[config.mk]
export PLATFORM = sky130hd
export DESIGN_NAME = if_fetch_queue
export DESIGN_NICKNAME = d
export VERILOG_FILES = /design/src/rtl/if_fetch_queue.sv
export SDC_FILE = /design/constraint.sdc
export NUM_CORES = 1
export LEC_CHECK = 0
export CORE_UTILIZATION = 50
export CTS_CLUSTER_DIAMETER = 100
export DETAILED_ROUTE_END_ITERATION = 12
export GPL_TIMING_DRIVEN = 0
export PLACE_DENSITY_LB_ADDON = 0.2
export SLEW_MARGIN = 10
export SYNTH_ARGS = -nofsm -noshare
export SYNTH_HDL_FRONTEND = slang
export SYNTH_SLANG_ARGS = --single-unit
export TNS_END_PERCENT = 30
[constraint.sdc]
create_clock -name clk -period 9.8 [get_ports clk]
set_input_delay 0.98 -clock clk [delete_from_list [all_inputs] [get_ports clk]]
set_output_delay 0.98 -clock clk [all_outputs]
set_load 0.02 [all_outputs]
[src/rtl/if_fetch_queue.sv]
// Fetch-side request sequencer and instruction queue for the 32I pipeline.
// Issues single-outstanding imem requests and buffers {inst, pc, pc4} for ID.
module if_fetch_queue #(
  parameter int unsigned DEPTH = 2
) (
  input  logic        clk,
  input  logic        reset,
  input  logic        pc_src,
  input  logic [31:0] inst_addr,
  input  logic [31:0] pc4,
  output logic        pc_we,
  output logic [31:0] pc_next,
  output logic        imem_req,
  output logic [31:0] imem_addr,
  input  logic        imem_ack,
  input  logic [31:0] imem_rdata,
  output logic        id_valid,
  input  logic        id_ready,
  output logic [31:0] id_inst,
  output logic [31:0] id_pc,
  output logic [31:0] id_pc4
);

  localparam int unsigned AW = $clog2(DEPTH);
  localparam logic [AW:0] DEPTH_C = (AW+1)'(DEPTH);

  typedef enum logic [1:0] {
    IDLE,
    WAIT,
    DROP
  } state_t;

  state_t        state, state_nxt;
  logic [AW:0]   count;
  logic [AW-1:0] head, tail;
  logic [31:0]   q_inst [DEPTH];
  logic [31:0]   q_pc   [DEPTH];
  logic [31:0]   q_pc4  [DEPTH];
  logic [31:0]   fl_pc, fl_pc4;
  logic          space, issue, push, pop;

  // The in-flight slot is only possible from IDLE, so count alone bounds space;
  // a flush empties the queue before the issue decision.
  assign space    = pc_src ? 1'b1 : (count < DEPTH_C);
  assign id_valid = (count != '0);
  assign pop      = id_valid && id_ready && !pc_src;
  assign id_inst  = q_inst[head];
  assign id_pc    = q_pc[head];
  assign id_pc4   = q_pc4[head];

  always_comb begin
    state_nxt = state;
    issue     = 1'b0;
    push      = 1'b0;
    pc_we     = 1'b0;
    pc_next   = inst_addr;
    imem_req  = 1'b0;
    imem_addr = {inst_addr[31:2], 2'b00};
    case (state)
      IDLE: begin
        if (space) begin
          issue     = 1'b1;
          state_nxt = WAIT;
        end
      end
      WAIT: begin
        if (pc_src) begin
          pc_we     = 1'b1;
          state_nxt = imem_ack ? IDLE : DROP;
        end else if (imem_ack) begin
          push      = 1'b1;
          state_nxt = IDLE;
        end
      end
      DROP: begin
        if (pc_src) pc_we = 1'b1;
        if (imem_ack) state_nxt = IDLE;
      end
      default: state_nxt = IDLE;
    endcase
    if (issue) begin
      imem_req = 1'b1;
      pc_we    = 1'b1;
      pc_next  = pc4;
    end
    if (reset) begin
      issue    = 1'b0;
      push     = 1'b0;
      imem_req = 1'b0;
      pc_we    = 1'b0;
    end
  end

  always_ff @(posedge clk or posedge reset) begin
    if (reset) begin
      state  <= IDLE;
      count  <= '0;
      head   <= '0;
      tail   <= '0;
      fl_pc  <= '0;
      fl_pc4 <= '0;
      for (int unsigned i = 0; i < DEPTH; i++) begin
        q_inst[i] <= '0;
        q_pc[i]   <= '0;
        q_pc4[i]  <= '0;
      end
    end else begin
      state <= state_nxt;
      if (issue) begin
        fl_pc  <= inst_addr;
        fl_pc4 <= pc4;
      end
      if (pc_src) begin
        count <= '0;
        head  <= '0;
        tail  <= '0;
      end else begin
        if (push) begin
          q_inst[tail] <= imem_rdata;
          q_pc[tail]   <= fl_pc;
          q_pc4[tail]  <= fl_pc4;
          tail         <= tail + AW'(1);
        end
        if (pop) head <= head + AW'(1);
        if (push && !pop)      count <= count + (AW+1)'(1);
        else if (pop && !push) count <= count - (AW+1)'(1);
      end
    end
  end

endmodule

# Word level (Yosys, flattened, before mapping)
# Cells that the tools add are included.
# Widths: inputs -> output; s select.
[word_totals] register_bits=262 romBits=0 mem_count=0 output_inout_bits=163 ramBits=0 latch_bits=0 word_cells=82
[classes] muxes=41 magnitude_cmp=4 multipliers=0 bitwise_logic=3 shift=0 n_reduce_logical=15 div=0 n_eq_ne=3 n_addsub=4
[op_table] cell="$mux 32" n=11
[op_table] cell="$bwmux 64" n=3
[op_table] cell="$demux 32 s1" n=1
[op_table] cell="$mux 1" n=18
[op_table] cell="$mux 2" n=7
[op_table] cell="$pmux 2 s3" n=1
[op_table] cell="$reduce_bool 2->1" n=3
[op_table] cell="$logic_and 1x1->1" n=5
[op_table] cell="$ge 2x2->1 const B" n=2
[op_table] cell="$not 1->2" n=2
[op_table] cell="$logic_not 1->1" n=3
[op_table] cell="$reduce_bool 3->1" n=1
[op_table] cell="$add 1x1->1 const B" n=2
[op_table] cell="$add 2x1->2 const B" n=1
[op_table] cell="$eq 2x1->1 const B" n=1
[op_table] cell="$eq 2x2->1 const B" n=1
[op_table] cell="$logic_not 2->1" n=1
[op_table] cell="$lt 2x1->1 const B" n=1
[op_table] cell="$lt 2x2->1 const B" n=1
[op_table] cell="$ne 2x2->1 const B" n=1
[op_table] cell="$reduce_and 2->1" n=1
[op_table] cell="$reduce_or 2->1" n=1
[op_table] cell="$sub 2x1->2 const B" n=1
[op_table] cell="$not 1->1" n=1

# Logic depth before layout (Yosys ltp)
# Gate-level depths: netlist of the first run.
[depth] ltp_word=9 mapped_depth=7

# Least setup slack after synthesis of the first run
# Ideal clock, no wire load.
[synth_timing] kind="input-to-output" from="input port pc_src" to="output port pc_next[11]" cell_stages=6 setup_slack_ns=6.666 n_path_buf=3 arrival_time_ns=2.154 required_time_ns=8.820 cell_sequence="buf_2 > nor2b_2 > nand2b_1 > buf_2 > buf_4 > mux2_1"
[synth_between] elab_chain_cells=4
[synth_rtl] item="start, declared" line_no="8" source="input logic pc_src,"
[synth_rtl] item="$mux 1" line_no="44" source="assign space = pc_src ? 1'b1 : (count < DEPTH_C);"
[synth_rtl] item="$mux 1" line_no="61" source="if (space) begin"
[synth_rtl] item="$mux 1" line_no="59" source="case (state)"
[synth_rtl] item="$mux 32" line_no="81" source="if (issue) begin"
[synth_rtl] item="end, declared" line_no="12" source="output logic [31:0] pc_next,"
# No other way between the ends.

# Final worst setup path of the first run
[layout_timing] from="input port reset" to="output port imem_req"
[layout_between] elab_chain_cells=1
[layout_rtl] item="start, declared" line_no="7" source="input logic reset,"
[layout_rtl] item="$mux 1" line_no="86" source="if (reset) begin"
[layout_rtl] item="end, declared" line_no="13" source="output logic imem_req,"
# No other way between the ends.

==> summary.md, run 1 <==
| Metric | Value |
|---|---|
| Status | `complete, no violations` |
| Routed vias | `7124` |
| CP arrival | `3030 ps` |
| Router iterations before antenna repair | `4` |
| Top Usage Layer GRT | `met2` |
| Synth Cell Area | `11700 um2` |
| Core Util, Final | `68.5%` |
| Synth Instances | `763` |
| Synth warnings | `0` |
| # Post-CTS Setup Buffers | `0` |
| Area contributors post-synth | `dfrtp_1 (56%), mux2_2 (28%), mux2_1 (8.7%)` |
| Maximum VDD drop | `0.211 mV` |
| Max Freq | `0.250 GHz` |
| Crit-path most repeated cell | `clkdlybuf4s50_1` |
| Hold Slack | `479 ps` |
| Vias in the first global route | `7673` |
| Sequential element share of the synthesized area | `56.0%` |
| Relative slew slack | `47.9%` |
| DP Area | `14800 um2` |
| CP Class | `in2out` |
| Core footprint | `22800 um2` |
| Main synth FF type | `dfrtp_1` |
| Buffers on Ports | `260` |
| Met2 Usage GRT | `37.1%` |
| CP max FO | `10` |
| Die area | `24000 um2` |
| Startpoint types | `input port` |
| Minimum clock period | `4010 ps` |
| PostCTS Resize Cnt | `0` |
| Global routing met3 resource utilization | `4.12%` |
| Crit. End Element | `output pin` |
| Grt ovf | `0` |
| Top-area cell type share of the netlist area | `56.0%` |
| Number of synthesized flops with an enable pin | `0` |
| Clock buffer depth | `3` |
| Critical path's largest stage delay | `630 ps` |
| Area Growth Syn to Fin | `33.2%` |
| Die H | `155 um` |
| Worst-skew pair later-pin latency | `520 ps` |
| Htree depth | `1` |
| Pleak | `6.99 nW` |
| Ys async rst share | `100%` |
| Distinct cells, synth | `31` |
| Setup WS post-layout | `5790 ps` |
| RSZ-0062 raised after global routing | `no` |
| Final hold vios | `0` |
| Max Slew Vio Count | `0` |
| DR DRC count | `0` |
| Max Clock Skew | `9.32 ps` |
| Post-route cell area | `15600 um2` |
| Cts hold-fix bufs | `0` |
| Buf+Inv Stages, Crit Path | `4` |
| First-pass GRT wire length | `41500 um` |
| Final HPWL DP | `18000 um` |
| Gp weighted congestion | `0.758` |
| Total track usage | `21.9%` |
| # nets final | `1160` |
| Hold Crit Class | `reg2reg` |
| Root Buffer | `clkbuf_16` |
| Worst Tran Pin Value | `781 ps` |
| Crit path max-delay family | `buffers and inverters` |
| Clk sinks | `262` |
| Worst-path clk slew | `60 ps` |
| Initial core utilization | `51.4%` |
| PD cells | `301 nW/um2` |
| Diodes inserted | `0` |
| Wirelength, routed | `25600 um` |
| CTS tree | `built` |
| Syn_area_per_cell | `15.4 um2` |
| Setup violations, final | `0` |
| Power Total | `4.69 mW` |
| Cell taking the most area after synthesis | `dfrtp_1` |
| Crit path cell chain | `clkdlybuf4s50_1 -> nor3b_2 -> buf_2 -> buf_4 -> clkdlybuf4s50_1` |
| Antenna Nets Post-Route | `0` |
| Layout cells sized above 1 | `38.5%` |
| Worst endpoint required time | `8820 ps` |
| Crit-path slowest cell | `clkdlybuf4s50_1` |
| Largest net degree at the start of global routing | `105` |
| Most frequent cells in the layout | `mux2_2 (293), dfrtp_1 (262), clkdlybuf4s50_1 (260)` |
| Number of cell rows | `55` |
| IO Pins | `264` |
| Final period util | `40.9%` |
| #FFs+latches synth | `262` |
| Grt met1 use | `29.5%` |
| CTS Buf Count | `27` |
| Max Cap Viol | `0` |
| Post-place setup slack | `5780 ps` |
| Most common cell after layout, fill and taps aside | `mux2_2` |
| Initial antenna violation count | `0` |
| Routed length per instance | `18.5 um` |
| Chip width | `155 um` |
| Drt via density | `5.14` |
| 1st-iter DRT viols | `200` |
==> synth_stat cells (3+ instances only) <==
| master | count |
|---|---|
| inv_1 | 5 |
| clkbuf_1 | 4 |
| buf_2 | 18 |
| mux2_1 | 91 |
| mux2_2 | 293 |
| nand2_1 | 5 |
| o21ai_0 | 4 |
| buf_6 | 8 |
| ha_1 | 4 |
| buf_4 | 42 |
| nor2_1 | 3 |
| buf_1 | 3 |
| dfrtp_1 | 262 |
==> power by group <==
group	switching, mW	internal [mW]	leakage (nW)	total (mW)
Combinational	0.833	1.08	3.26	1.91
Clock	0.403	0.550	0.421	0.953
Sequential	0.257	1.57	3.31	1.83
Total	1.49	3.20	6.99	4.69
==> layout make-up <==
type / instances / area, um2
fill: 1667 / 7170
clock inverter: 10 / 53.8
buffer: 75 / 522
inverter: 5 / 26.3
sequential: 262 / 6560
tap: 313 / 392
multi-input combinational: 422 / 4620
timing repair buffer: 262 / 2660
clock buffer: 38 / 777
==> stage by stage <==
stage	std cells	TNS [ps]
floorplan	764	0
global placement	1337	-439650
detailed placement	1339	0
CTS	1387	0
global route	1387	0
finish	1387	0
==> layer usage <==
metal  part of all wire (%)  vias up
li1                       -     3289
met1                     44     3609
met2                     49      198
met3                    5.7       28
met4                    1.5        0
met5                      0        -
==> cell families after synthesis <==
logic type	Yosys count	synth area share [%]
AO/OA/AOI/OAI	10	0.545
flip-flops	262	56.0
adder cells (fa/ha/maj)	4	0.427
other	1	0.0320
XOR/XNOR	2	0.150
multiplexers	385	37.0
buffers and inverters	80	4.61
AND/OR/NAND/NOR	19	1.25
==> flip-flops by register name (all words and copies together) (netlist names) <==
register  flops
count         2
head          1
fl_pc4       32
q_pc         64
q_inst       64
state         2
q_pc4        64
tail          1
fl_pc        32
==> path summary, 6_finish.rpt <==
kind,from,to,slack (ps),cells past startpoint
max,reset,imem_req,5790,5
min,q_pc[40]$_DFFE_PP0P_,q_pc[40]$_DFFE_PP0P_,480,1
max reg2reg,state[1]$_DFFE_PP0P_,q_pc[38]$_DFFE_PP0P_,7480,7
min reg2reg,q_pc[40]$_DFFE_PP0P_,q_pc[40]$_DFFE_PP0P_,480,1
max in group asynchronous,reset,q_inst[60]$_DFFE_PP0P_,7490,4
min in group asynchronous,reset,fl_pc4[14]$_DFFE_PP0P_,1070,2
(Power assumes the default switching activity.)
==> inputs of run 2 (changes only) <==
--- a/config.mk
+++ b/config.mk
@@ -5,7 +5,7 @@
 export SDC_FILE = /design/constraint.sdc
 export NUM_CORES = 1
 export LEC_CHECK = 0
-export CORE_UTILIZATION = 50
+export CORE_UTILIZATION = 46
 export CTS_CLUSTER_DIAMETER = 100
 export DETAILED_ROUTE_END_ITERATION = 12
 export GPL_TIMING_DRIVEN = 0
==> constraint.sdc (replaced) <==
create_clock -name clk -period 3.4 [get_ports clk]
set_input_delay 0.34 -clock clk [delete_from_list [all_inputs] [get_ports clk]]
set_output_delay 0.34 -clock clk [all_outputs]
set_load 0.02 [all_outputs]
==> summary.md, run 2 (synthesized netlist as in run 1, its figures left out) <==
| Metric | Value |
|---|---|
| Status | `complete, no violations (unchanged)` |
| Initial antenna violation count | `0 (unchanged)` |
| CP Class | `reg2out (was in2out)` |
| CP arrival | `2820 ps (was 3030 ps)` |
| Vias in the first global route | `7362 (was 7673)` |
| Top Usage Layer GRT | `met2 (unchanged)` |
| Router iterations before antenna repair | `4 (unchanged)` |
| PD cells | `876 nW/um2 (was 301 nW/um2)` |
| Initial core utilization | `46.6% (was 51.4%)` |
| Die H | `162 um (was 155 um)` |
| Chip width | `162 um (was 155 um)` |
| Wirelength, routed | `25900 um (was 25600 um)` |
| Max Clock Skew | `15.1 ps (was 9.32 ps)` |
| Global routing met3 resource utilization | `3.54% (was 4.12%)` |
| # nets final | `1167 (was 1160)` |
| Non-filler cells, final | `1412 (was 1387)` |
| Most frequent cells in the layout | `mux2_2 (293), dfrtp_1 (262), clkdlybuf4s50_1 (260) (unchanged)` |
| Met2 Usage GRT | `32.8% (was 37.1%)` |
| Grt ovf | `0 (unchanged)` |
| Grt met1 use | `28.2% (was 29.5%)` |
| IO Pins | `264 (unchanged)` |
| Buffers on Ports | `260 (unchanged)` |
| Largest net degree at the start of global routing | `39 (was 105)` |
| Diodes inserted | `0 (unchanged)` |
| CP max FO | `10 (unchanged)` |
| Gp weighted congestion | `0.727 (was 0.758)` |
| Post-route cell area | `15900 um2 (was 15600 um2)` |
| Clk sinks | `262 (unchanged)` |
| Buf+Inv Stages, Crit Path | `3 (was 4)` |
| Core footprint | `25100 um2 (was 22800 um2)` |
| 1st-iter DRT viols | `160 (was 200)` |
| Htree depth | `1 (unchanged)` |
| Routed length per instance | `18.3 um (was 18.5 um)` |
| Most common cell after layout, fill and taps aside | `mux2_2 (unchanged)` |
| Final period util | `93.0%` |
| Crit. End Element | `output pin (unchanged)` |
| Hold Crit Class | `in2reg (was reg2reg)` |
| RSZ-0062 raised after global routing | `no (unchanged)` |
| Drt via density | `5.02 (was 5.14)` |
| CTS Buf Count | `28 (was 27)` |
| Max Cap Viol | `0 (unchanged)` |
| Relative slew slack | `52.9% (was 47.9%)` |
| Filler cells | `1942 (was 1667)` |
| Critical path's largest stage delay | `590 ps (was 630 ps)` |
| Antenna Nets Post-Route | `0 (unchanged)` |
| Layout cells sized above 1 | `39.1% (was 38.5%)` |
| R2R depth | `7 (unchanged)` |
| Number of cell rows | `58 (was 55)` |
| Hold Crit Depth | `2 (was 1)` |
| Maximum VDD drop | `0.486 mV (was 0.211 mV)` |
| Worst-path clk slew | `60 ps (about the same)` |
| Final HPWL DP | `18500 um (was 18000 um)` |
| Worst-skew pair later-pin latency | `540 ps (was 520 ps)` |
| DP Area | `14900 um2 (was 14800 um2)` |
| Die area | `26100 um2 (was 24000 um2)` |
| Final hold vios | `0 (unchanged)` |
| Max Freq | `0.316 GHz` |
| Root Buffer | `clkbuf_16 (unchanged)` |
| Crit path max-delay family | `buffers and inverters (unchanged)` |
| Routed vias | `7090 (was 7124)` |
| Post-place setup slack | `565 ps (was 5780 ps)` |
| Clock buffer depth | `3 (unchanged)` |
| CTS tree | `built (unchanged)` |
| Area Growth Syn to Fin | `35.7% (was 33.2%)` |
| Setup WS post-layout | `237 ps (was 5790 ps)` |
| Max Slew Vio Count | `0 (unchanged)` |
| Startpoint types | `flop (was input port)` |
| First-pass GRT wire length | `41100 um (was 41500 um)` |
| Crit-path slowest cell | `dfrtp_1 (was clkdlybuf4s50_1)` |
| Crit-path most repeated cell | `buf_2 (was clkdlybuf4s50_1)` |
| Largest registers | `q_inst x64, q_pc4 x64, q_pc x64 (unchanged)` |
| Crit path cell chain | `buf_2 -> buf_2 -> mux2_2 -> clkdlybuf4s50_1 (was clkdlybuf4s50_1 -> nor3b_2 -> buf_2 -> buf_4 -> clkdlybuf4s50_1)` |
| Minimum clock period | `3160 ps` |
| Worst Tran Pin Value | `706 ps (was 781 ps)` |
| Hold Slack | `86.0 ps (was 479 ps)` |
| PostCTS Resize Cnt | `0 (unchanged)` |
| Setup violations, final | `0 (unchanged)` |
| Stages on the worst setup path | `4 (was 5)` |
| Total track usage | `20.1% (was 21.9%)` |
| Pleak | `7.11 nW (was 6.99 nW)` |
| Placed instance count | `1363 (was 1339)` |
| DR DRC count | `0 (unchanged)` |
| Worst endpoint required time | `3060 ps (was 8820 ps)` |
==> run 2: changes by cell type in the layout (fill, tap and decap cells not counted), sizes merged <==
cell and change:
buf +7, clkinv -4, bufinv +3, clkbuf +2
clkinvlp +1, inv -1
==> run 2: final timing paths <==
| kind | slack (ps) | start | to |
|---|---|---|---|
| worst max register to register | 1090 | state[1]$_DFFE_PP0P_ | q_pc4[48]$_DFFE_PP0P_ |
| min in group asynchronous | 300 | reset | q_pc4[17]$_DFFE_PP0P_ |
| max in group asynchronous | 2150 | reset | q_inst[17]$_DFFE_PP0P_ |
| worst min register to register | 480 | q_pc[35]$_DFFE_PP0P_ | q_pc[35]$_DFFE_PP0P_ |
| worst max-delay path | 240 | head$_DFFE_PP0P_ | id_pc[27] |
| worst min-delay path | 90 | pc_src | tail$_DFFE_PP0P_ |
==> run 2: worst register-to-register path: cells and delay by family (launching register included) <==
family	cells	cell delay (ps)
buffers and inverters	3	620
flip-flops	1	420
AND/OR/NAND/NOR	2	550
multiplexers	1	350
adder cells (fa/ha/maj)	1	250
==> run 2: per-layer routing <==
| layer | vias to the layer above | share of wire (%) | routed length [um] |
|---|---|---|---|
| met3 | 32 | 5.1 | 1320 |
| met1 | 3570 | 46 | 11900 |
| li1 | 3299 | - | - |
| met2 | 189 | 47 | 12200 |
| met5 | - | 0 | 0 |
| met4 | 0 | 1.7 | 450 |
==> run 2: report_power, final <==
part / switching, mW / internal [mW]
Sequential: 0.743 / 4.52
Clock: 1.20 / 1.95
Combinational: 2.39 / 3.13
==> run 2: layout make-up <==
type / count / area (um2) / share of cell area (%)
flip-flops and latches: 262 / 6560 / 41.2
multi-input cells: 422 / 4620 / 29.1
repair buffers: 269 / 2800 / 17.6
clock buffers: 41 / 851 / 5.35
plain buffers: 74 / 518 / 3.26
well taps: 330 / 413 / 2.60
clock inverters: 9 / 120 / 0.756
inverters: 5 / 22.5 / 0.142
==> run 2: repair_timing <==
item / in CTS / in global routing
setup buffers: 0 / 0
hold buffers: 0 / 0
setup endpoints to repair: 16 / 0
==> run 2: stage by stage <==
| stage | power, mW | setup TNS (ps) | utilization [%] |
|---|---|---|---|
| after detailed placement | 10.9 | 0 | 59.5 |
| after CTS | 14.1 | 0 | 63.3 |
| after global routing | 14.7 | 0 | 63.3 |
| after global placement | 10.7 | -666350 | 58.7 |
| after floorplan | 8.54 | -103630 | - |
| final | 13.9 | 0 | 63.3 |
==> inputs of run 3 (changes only) <==
--- a/config.mk
+++ b/config.mk
@@ -7,6 +7,7 @@
 export LEC_CHECK = 0
 export CORE_UTILIZATION = 46
 export CTS_CLUSTER_DIAMETER = 100
+export CTS_CLUSTER_SIZE = 25
 export DETAILED_ROUTE_END_ITERATION = 12
 export GPL_TIMING_DRIVEN = 0
 export PLACE_DENSITY_LB_ADDON = 0.2
==> summary.md, run 3 (synthesized netlist as in run 1, its figures left out) <==
| Metric | Value |
|---|---|
| Filler cells | `1990 (was 1942)` |
| Number of cell rows | `58 (unchanged)` |
| Die H | `162 um (unchanged)` |
| # Post-CTS Setup Buffers | `0 (unchanged)` |
| Startpoint types | `flop (unchanged)` |
| DR DRC count | `0 (unchanged)` |
| Critical path's largest stage delay | `600 ps (was 590 ps)` |
| R2R depth | `7 (unchanged)` |
| Setup TNS | `0 ps (unchanged)` |
| Relative slew slack | `52.0% (was 52.9%)` |
| Core footprint | `25100 um2 (unchanged)` |
| Routed vias | `6960 (was 7090)` |
| Area Growth Syn to Fin | `30.8% (was 35.7%)` |
| Initial antenna violation count | `0 (unchanged)` |
| Router iterations before antenna repair | `4 (unchanged)` |
| Clk sinks | `262 (unchanged)` |
| Crit path max-delay family | `buffers and inverters (unchanged)` |
| Hold Path End | `head$_DFFE_PP0P_ (was tail$_DFFE_PP0P_)` |
| First-pass GRT wire length | `40400 um (was 41100 um)` |
| CP arrival | `2770 ps (was 2820 ps)` |
| Die area | `26100 um2 (unchanged)` |
| CTS Buf Count | `14 (was 28)` |
| Largest net degree at the start of global routing | `39 (unchanged)` |
| Hold Crit Class | `in2reg (unchanged)` |
| Worst-path clk slew | `100 ps (was 60 ps)` |
| Cts hold-fix bufs | `0 (unchanged)` |
| Total track usage | `19.7% (was 20.1%)` |
| Max Clock Skew | `17.0 ps (was 15.1 ps)` |
| Max Cap Viol | `0 (unchanged)` |
| Pleak | `6.82 nW (was 7.11 nW)` |
| Crit-path most repeated cell | `buf_2 (unchanged)` |
| Diodes inserted | `0 (unchanged)` |
| Initial core utilization | `46.6% (unchanged)` |
| CP Class | `reg2out (unchanged)` |
| Layout cells sized above 1 | `37.5% (was 39.1%)` |
| Final hold vios | `0 (unchanged)` |
| PostCTS Resize Cnt | `0 (unchanged)` |
| Hold Crit Depth | `2 (unchanged)` |
| Root Buffer | `clkbuf_16 (unchanged)` |
| Maximum VDD drop | `0.360 mV (was 0.486 mV)` |
| Drt via density | `5.05 (was 5.02)` |
| Routed length per instance | `18.4 um (was 18.3 um)` |
| IO Pins | `264 (unchanged)` |
| Status | `complete, no violations (unchanged)` |
| Worst endpoint required time | `3060 ps (about the same)` |
| Hold Slack | `138 ps (was 86.0 ps)` |
| Htree depth | `1 (unchanged)` |
| Max Freq | `0.322 GHz (was 0.316 GHz)` |
| Crit-path slowest cell | `dfrtp_1 (unchanged)` |
| Buffers on Ports | `260 (unchanged)` |
| Crit. End Element | `output pin (unchanged)` |
| Flop-to-flop setup slack | `1070 ps (was 1090 ps)` |
| Gp weighted congestion | `0.727 (unchanged)` |
| Antenna Nets Post-Route | `0 (unchanged)` |
| Minimum clock period | `3110 ps (was 3160 ps)` |
| Max Slew Vio Count | `0 (unchanged)` |
| Buf+Inv Stages, Crit Path | `3 (unchanged)` |
| CTS tree | `built (unchanged)` |
| Final HPWL DP | `18500 um (unchanged)` |
| 1st-iter DRT viols | `164 (was 160)` |
| Crit path cell chain | `buf_2 -> buf_2 -> mux2_2 -> clkdlybuf4s50_1 (unchanged)` |
| # nets final | `1153 (was 1167)` |
| Most frequent cells in the layout | `mux2_2 (293), dfrtp_1 (262), clkdlybuf4s50_1 (260) (unchanged)` |
| CP max FO | `10 (unchanged)` |
| Worst-skew pair later-pin latency | `480 ps (was 540 ps)` |
| DP Area | `14900 um2 (unchanged)` |
| Wirelength, routed | `25400 um (was 25900 um)` |
| Min-Delay Startpoint | `pc_src (unchanged)` |
| Post-place setup slack | `565 ps (unchanged)` |
| PD cells | `816 nW/um2 (was 876 nW/um2)` |
| Setup WS post-layout | `290 ps (was 237 ps)` |
| Final period util | `91.5% (was 93.0%)` |
| RSZ-0062 raised after global routing | `no (unchanged)` |
| Largest registers | `q_inst x64, q_pc4 x64, q_pc x64 (unchanged)` |
| Chip width | `162 um (unchanged)` |
| Worst Tran Pin Value | `720 ps (was 706 ps)` |
| Placed instance count | `1363 (unchanged)` |
| Clock buffer depth | `3 (unchanged)` |
| Worst r2r src | `state[1]$_DFFE_PP0P_ (unchanged)` |
| Non-filler cells, final | `1378 (was 1412)` |
| Vias in the first global route | `7207 (was 7362)` |
| Post-route cell area | `15300 um2 (was 15900 um2)` |
| Setup violations, final | `0 (unchanged)` |
| Worst reg2reg path endpoint | `q_pc4[44]$_DFFE_PP0P_ (was q_pc4[48]$_DFFE_PP0P_)` |
| Most common cell after layout, fill and taps aside | `mux2_2 (unchanged)` |
| Grt ovf | `0 (unchanged)` |
run 3: cell type report:
type                    instances  area, um2  share of cell area, %
repair buffers                269       2800                   18.3
well taps                     330        413                   2.70
plain buffers                  74        518                   3.38
flip-flops and latches        262       6560                   42.8
inverters                       5       22.5                  0.147
clock buffers                  15        375                   2.45
clock inverters                 1       16.3                  0.106
multi-input cells             422       4620                   30.2
run 3: where the power goes:
| group | switching, mW | internal (mW) |
|---|---|---|
| registers | 0.737 | 4.51 |
| logic | 2.38 | 3.12 |
| clock network | 0.953 | 0.800 |
run 3: how the worst max path moves through the flow:
stage,depth (start not counted),end,slack [ps],from
6_report,4,id_pc[27],290,head$_DFFE_PP0P_
3_5_place_dp,5,id_pc4[0],560,head$_DFFE_PP0P_
3_3_place_gp,2,q_inst[40]$_DFFE_PP0P_,-2550,reset
5_1_grt,4,id_pc4[13],140,head$_DFFE_PP0P_
4_1_cts,5,id_pc4[0],20,head$_DFFE_PP0P_
2_1_floorplan,1,count[0]$_DFFE_PP0P_,-400,reset
run 3: per-layer routing:
layer,global-route usage [%],part of all wire (%),wire length [um],vias to the layer above
met5,0,0,0,-
met4,3.43,1.2,313,0
met3,3.03,5.0,1280,23
met2,32.4,47,12000,174
met1,27.9,46,11800,3517
li1,-,-,-,3246
run 3: metrics by stage:
| step | util [%] | power [mW] |
|---|---|---|
| after floorplan | - | 8.54 |
| after global placement | 58.7 | 10.7 |
| after detailed placement | 59.5 | 10.9 |
| after CTS | 61.0 | 12.7 |
| after global routing | 61.0 | 13.2 |
| final | 61.0 | 12.5 |
